## config.mk

```make
export PLATFORM = sky130hd
export DESIGN_NAME = load_store_unit
export DESIGN_NICKNAME = d
export VERILOG_FILES = /design/src/rtl/load_store_unit.sv
export SDC_FILE = /design/constraint.sdc
export NUM_CORES = 1
export LEC_CHECK = 0
export ABC_CLOCK_PERIOD_IN_PS = 2300
export BUFFER_PORTS_ARGS = -buffer_cell sky130_fd_sc_hd__buf_2
export CORE_MARGIN = 2
export CORE_UTILIZATION = 45
export CTS_BUF_LIST = sky130_fd_sc_hd__clkbuf_8
export CTS_CLUSTER_SIZE = 30
export DETAILED_ROUTE_END_ITERATION = 10
export PLACE_DENSITY = 0.71
export SYNTH_ARGS = -nofsm -noshare
export SYNTH_HDL_FRONTEND = slang
export SYNTH_SLANG_ARGS = --single-unit
```

## constraint.sdc

```tcl
create_clock -name Clk -period 2.3 [get_ports Clk]
set_clock_uncertainty 0.05 [all_clocks]
set_input_delay 0 -clock Clk [delete_from_list [all_inputs] [get_ports Clk]]
set_output_delay 0 -clock Clk [all_outputs]
set_load 0.02 [all_outputs]
```

## src/rtl/load_store_unit.sv

```systemverilog
// MEM-stage load/store initiator: one request at a time, alignment check,
// lane steering for stores, extension for loads, pipeline stall while in flight.
`timescale 1ns/1ps
module load_store_unit #(
  parameter int unsigned MEM_LAT = 1
) (
  input  logic        Clk,
  input  logic        Rst_n,
  // Request handshake: a request transfers on a rising edge where
  // ReqValid && ReqReady; ReqReady is high only in IDLE, and the response
  // is a single-cycle RspValid pulse that needs no acknowledge.
  input  logic        ReqValid,
  output logic        ReqReady,
  input  logic        ReqWrite,
  input  logic [1:0]  ReqSize,
  input  logic        ReqUnsigned,
  input  logic [31:0] ReqAddr,
  input  logic [31:0] ReqData,
  output logic        RspValid,
  output logic [31:0] RspData,
  output logic        AlignErr,
  output logic        Stall,
  output logic [31:0] MemAddr,
  output logic [31:0] MemWData,
  output logic [3:0]  MemBE,
  output logic        MemWrite,
  output logic        MemRead,
  input  logic [31:0] MemRData,
  output logic [1:0]  DbgState
);

  localparam logic [1:0] S_IDLE   = 2'd0;
  localparam logic [1:0] S_ACCESS = 2'd1;
  localparam logic [1:0] S_WAIT   = 2'd2;
  localparam logic [1:0] S_DONE   = 2'd3;

  localparam logic [3:0] LAT_M1 = (MEM_LAT == 0) ? 4'd0 : 4'(MEM_LAT - 1);

  logic [1:0]  state;
  logic        req_write;
  logic [1:0]  req_size;
  logic        req_uns;
  logic [31:0] req_addr;
  logic [31:0] req_data;
  logic        err;
  logic [3:0]  cnt;
  logic [31:0] rword;
  logic        misaligned;

  assign misaligned = ((ReqSize == 2'b00) && (ReqAddr[1:0] != 2'b00)) ||
                      ((ReqSize == 2'b01) && ReqAddr[0]) ||
                      (ReqSize == 2'b11);

  always_ff @(posedge Clk or negedge Rst_n) begin
    if (!Rst_n) begin
      state     <= S_IDLE;
      req_write <= 1'b0;
      req_size  <= 2'b00;
      req_uns   <= 1'b0;
      req_addr  <= 32'd0;
      req_data  <= 32'd0;
      err       <= 1'b0;
      cnt       <= 4'd0;
      rword     <= 32'd0;
    end else begin
      case (state)
        S_IDLE: begin
          if (ReqValid) begin
            req_write <= ReqWrite;
            req_size  <= ReqSize;
            req_uns   <= ReqUnsigned;
            req_addr  <= ReqAddr;
            req_data  <= ReqData;
            err       <= misaligned;
            rword     <= 32'd0;
            state     <= misaligned ? S_DONE : S_ACCESS;
          end
        end
        S_ACCESS: begin
          if (MEM_LAT == 0) begin
            if (!req_write) rword <= MemRData;
            state <= S_DONE;
          end else begin
            cnt   <= LAT_M1;
            state <= S_WAIT;
          end
        end
        S_WAIT: begin
          if (cnt == 4'd0) begin
            if (!req_write) rword <= MemRData;
            state <= S_DONE;
          end else begin
            cnt <= cnt - 4'd1;
          end
        end
        default: state <= S_IDLE;
      endcase
    end
  end

  logic        in_access;
  logic        in_done;
  logic [3:0]  be;
  logic [31:0] wdata;
  logic [7:0]  ld_byte;
  logic [15:0] ld_half;
  logic [31:0] ld_ext;

  assign in_access = (state == S_ACCESS);
  assign in_done   = (state == S_DONE);

  always_comb begin
    be    = 4'b0000;
    wdata = 32'd0;
    case (req_size)
      2'b00: begin
        be    = 4'b1111;
        wdata = req_data;
      end
      2'b01: begin
        be    = 4'b0011 << {req_addr[1], 1'b0};
        wdata = {2{req_data[15:0]}};
      end
      2'b10: begin
        be    = 4'b0001 << req_addr[1:0];
        wdata = {4{req_data[7:0]}};
      end
      default: begin
        be    = 4'b0000;
        wdata = 32'd0;
      end
    endcase
  end

  assign ld_byte = rword[{req_addr[1:0], 3'b000} +: 8];
  assign ld_half = rword[{req_addr[1], 4'b0000} +: 16];

  always_comb begin
    ld_ext = 32'd0;
    case (req_size)
      2'b00:   ld_ext = rword;
      2'b01:   ld_ext = {{16{~req_uns & ld_half[15]}}, ld_half};
      2'b10:   ld_ext = {{24{~req_uns & ld_byte[7]}}, ld_byte};
      default: ld_ext = 32'd0;
    endcase
  end

  // Memory-side outputs are qualified by ACCESS so they read as zero otherwise,
  // which also makes an asynchronous reset drop the strobe at once.
  assign MemRead  = in_access & ~req_write;
  assign MemWrite = in_access & req_write;
  assign MemAddr  = in_access ? {req_addr[31:2], 2'b00} : 32'd0;
  assign MemBE    = in_access ? be : 4'b0000;
  assign MemWData = in_access ? wdata : 32'd0;

  assign ReqReady = (state == S_IDLE);
  assign Stall    = in_access | (state == S_WAIT) | ((state == S_IDLE) & ReqValid);
  assign RspValid = in_done;
  assign AlignErr = in_done & err;
  assign RspData  = (in_done && !req_write && !err) ? ld_ext : 32'd0;
  assign DbgState = state;

endmodule

```

==> out/summary.txt <==
status = finished clean
clock period minus worst slack = 2.24 ns
IO Count = 211
Worst Setup SP = DbgState[1]
CTS tree = yes
Mapped Avg Cell Area = 9.34 µm²
mux cell area share after synthesis = 0.169
routed length per placed instance = 15.9 µm
Synth warnings = 0
Netlist cell types = 43
Root Driver = clkbuf_8
Final Max Slew Viols = 0
CORE AREA = 0.0133 mm²
internal power = 5710 µW
Layout area overhead = 40.4%
startpoint types = flop
fmax = 447 MHz
sequential area share after synthesis = 0.431
Worst-Margin Slew = 0.578 ns
Max Cap Viol = 0
Hold WC Path Type = in -> async
initial antenna violation count = 0
adder-cell share of the synthesized area = 0.0121
fin nets = 1071
vias in the first global route = 5849
placed wire-length estimate = 12.0 mm
switch share = 0.442
Residual DRC = 0
GRT Util Overall = 0.251
final core occ = 0.653
post-synth top area share = 0.431
antenna cell count = 0
hold slack final = 0.0823 ns
Remaining Overflow, GRT = 0
Leak Pwr = 0.00426 µW
Die Y = 121 µm
simple-gate area share of the yosys netlist = 0.246
xor/xnor share of the synthesized area = 0.00141
Comb power frac = 0.544
largest cells by area after synthesis = dfrtp_1 (43%), mux2_2 (13%), nand2_1 (8.8%)
largest family of logic cells by synthesized area = simple AND/OR/NAND/NOR gates
crit-path max FO = 5
R2R Setup Slk = 0.20 ns
H-tree lvl count = 3
worst reg2reg endpoint = rword[18]
CP Capture Point = RspData[7]
effective utilization at floorplan = 0.465
clock share of power = 0.115
Worst Path Arrival = 2.19 ns
fill count = 1062
EDFF count, synth = 0
Routed Wire Length = 18.1 mm
Rows = 42
clk buf depth = 2
DR vias = 5904
Cell Area, Synth = 0.00621 mm²
net switching power figure = 4530 µW
area of the die = 0.0148 mm²
sequential share of power = 0.341
cell count after synthesis = 665
Final period util = 0.973
VDD IR max = 804 µV
crit path kind = reg -> out
Chip Width = 121 µm
worst r2r src = DbgState[0]
clock latency on the worst-skew pair = 0.39 ns
Yosys top cell by area = dfrtp_1
Cell Pwr Density = 1170 mW/mm²
gp weighted congestion = 0.856
Inserted Clock Buffers = 9
Pre-Repair DR Iteration Count = 5
DR vias/cell = 5.17
setup TNS = 0 ns
Clock Sinks = 107
predominant post-synthesis flop cell = dfrtp_1
post-synthesis compound-gate area fraction = 0.0941
Hold Fails Final Rpt = 0
Synth async-reset ratio = 1.00
global-route wire length before repair = 29.1 mm
Critical Path RT = 2.25 ns
Rel. slew slack = 0.615
Reg clk slew, reported paths = 0.11 ns
synthesis-stage register bit count = 107
Final Setup Violations = 0
Iteration-0 DRC Markers = 367
CP Capture Type = primary output
Reg2Reg Depth = 8
Routed Antenna Nets = 0
largest net degree at the start of global routing = 49
fraction of layout cells with a size suffix above 1 = 0.353
port bufs = 208
logic make-up after synthesis:
family	after synthesis
AO/OA/AOI/OAI	86
XOR/XNOR	1
adder cells (fa/ha/maj)	6
buffers and inverters	61
flip-flops	107
multiplexers	95
other	1
AND/OR/NAND/NOR	308
cell type report:
| cell class | instances | area (µm²) | area share |
|---|---|---|---|
| clock inverters | 5 | 55.1 | 0.00631 |
| flip-flops and latches | 107 | 2680 | 0.307 |
| inverters | 10 | 37.5 | 0.00430 |
| repair buffers | 336 | 2300 | 0.263 |
| multi-input cells | 498 | 3290 | 0.378 |
| clock buffers | 10 | 138 | 0.0158 |
| well taps | 176 | 220 | 0.0253 |
critical path, cell delays in order (launching register included):
cell	delay [ns]
dfrtp_1	0.45
ha_4	0.18
nor3b_4	0.27
nand2_2	0.14
or4_1	0.52
nand2_1	0.10
buf_4	0.15
how the worst min path moves through the flow:
stage,from,endpoint
2_1_floorplan,Rst_n,DbgState[0]
6_report,Rst_n,rword[2]
5_1_grt,ReqValid,req_addr[12]
3_3_place_gp,Rst_n,rword[2]
3_5_place_dp,Rst_n,rword[2]
4_1_cts,ReqValid,req_addr[7]
repair_timing:
item | CTS | global route
cloned | 0 | 0
gates resized for setup | 3 | 3
setup buffers | 0 | 4
hold endpoints to repair | 140 | 0
hold buffers | 101 | 0
setup endpoints to repair | 7 | 24
pin swaps | 0 | 1
power groups by stage:
| stage | Clock [µW] | Combinational (µW) | Sequential, µW |
|---|---|---|---|
| CTS | 1210 | 5490 | 3450 |
| finish | 1170 | 5570 | 3490 |
| floorplan | 0 | 3950 | 3220 |
| global route | 1270 | 6100 | 3610 |
| detailed placement | 0 | 5320 | 3480 |
| global placement | 0 | 5270 | 3460 |
cell usage after synthesis (2+ instances only):
cell type / number
nand2b_1: 10
nor2_1: 11
buf_6: 4
nor3_1: 2
dfrtp_1: 107
a21boi_0: 8
a21o_1: 9
and3_1: 8
a21oi_1: 21
buf_1: 6
inv_1: 10
o31ai_1: 2
mux2_2: 70
mux2i_1: 24
nor3b_4: 2
a221o_1: 7
clkbuf_1: 28
buf_2: 10
nand3b_1: 3
o21a_1: 2
nand2_1: 146
and2_1: 50
a21oi_2: 10
nand3_1: 32
buf_4: 3
or3_1: 33
o21ai_0: 20
ha_1: 6
or4_1: 2
nor2b_1: 6
registers in the layout, indices dropped and copies added (netlist names):
signal and count:
err 1, DbgState 2, req_data 32, req_uns 1, rword 32, req_write 1
req_size 2, req_addr 32, cnt 4
per-stage QoR:
stage | power [µW] | instance area (µm²) | std cells | worst slack [ns]
detailed placement | 8800 | 7460 | 1022 | 0.300
floorplan | 7170 | 6210 | 666 | 0.295
CTS | 10100 | 8670 | 1138 | 0.00190
finish | 10200 | 8720 | 1142 | 0.0620
global route | 11000 | 8720 | 1142 | -0.0261
global placement | 8720 | 7460 | 1022 | 0.361
placed cells by master (no fill, tap or decap), types with 21 or more instances in the layout:
master and instances:
or3_1 33, nand2_1 145, buf_2 206, a21oi_1 21
buf_4 26, nand3_1 32, dlygate4sd3_1 101, mux2_2 70
mux2i_1 24, and2_1 50, dfrtp_1 107
metal layers:
metal  wire length [µm]  track usage  share of wire
met1               7970        0.328           0.44
met2               8630        0.404           0.48
met3               1160       0.0677          0.064
met4                372       0.0797          0.021
met5                  0            0              0
Power figures use the tool's default switching activity.
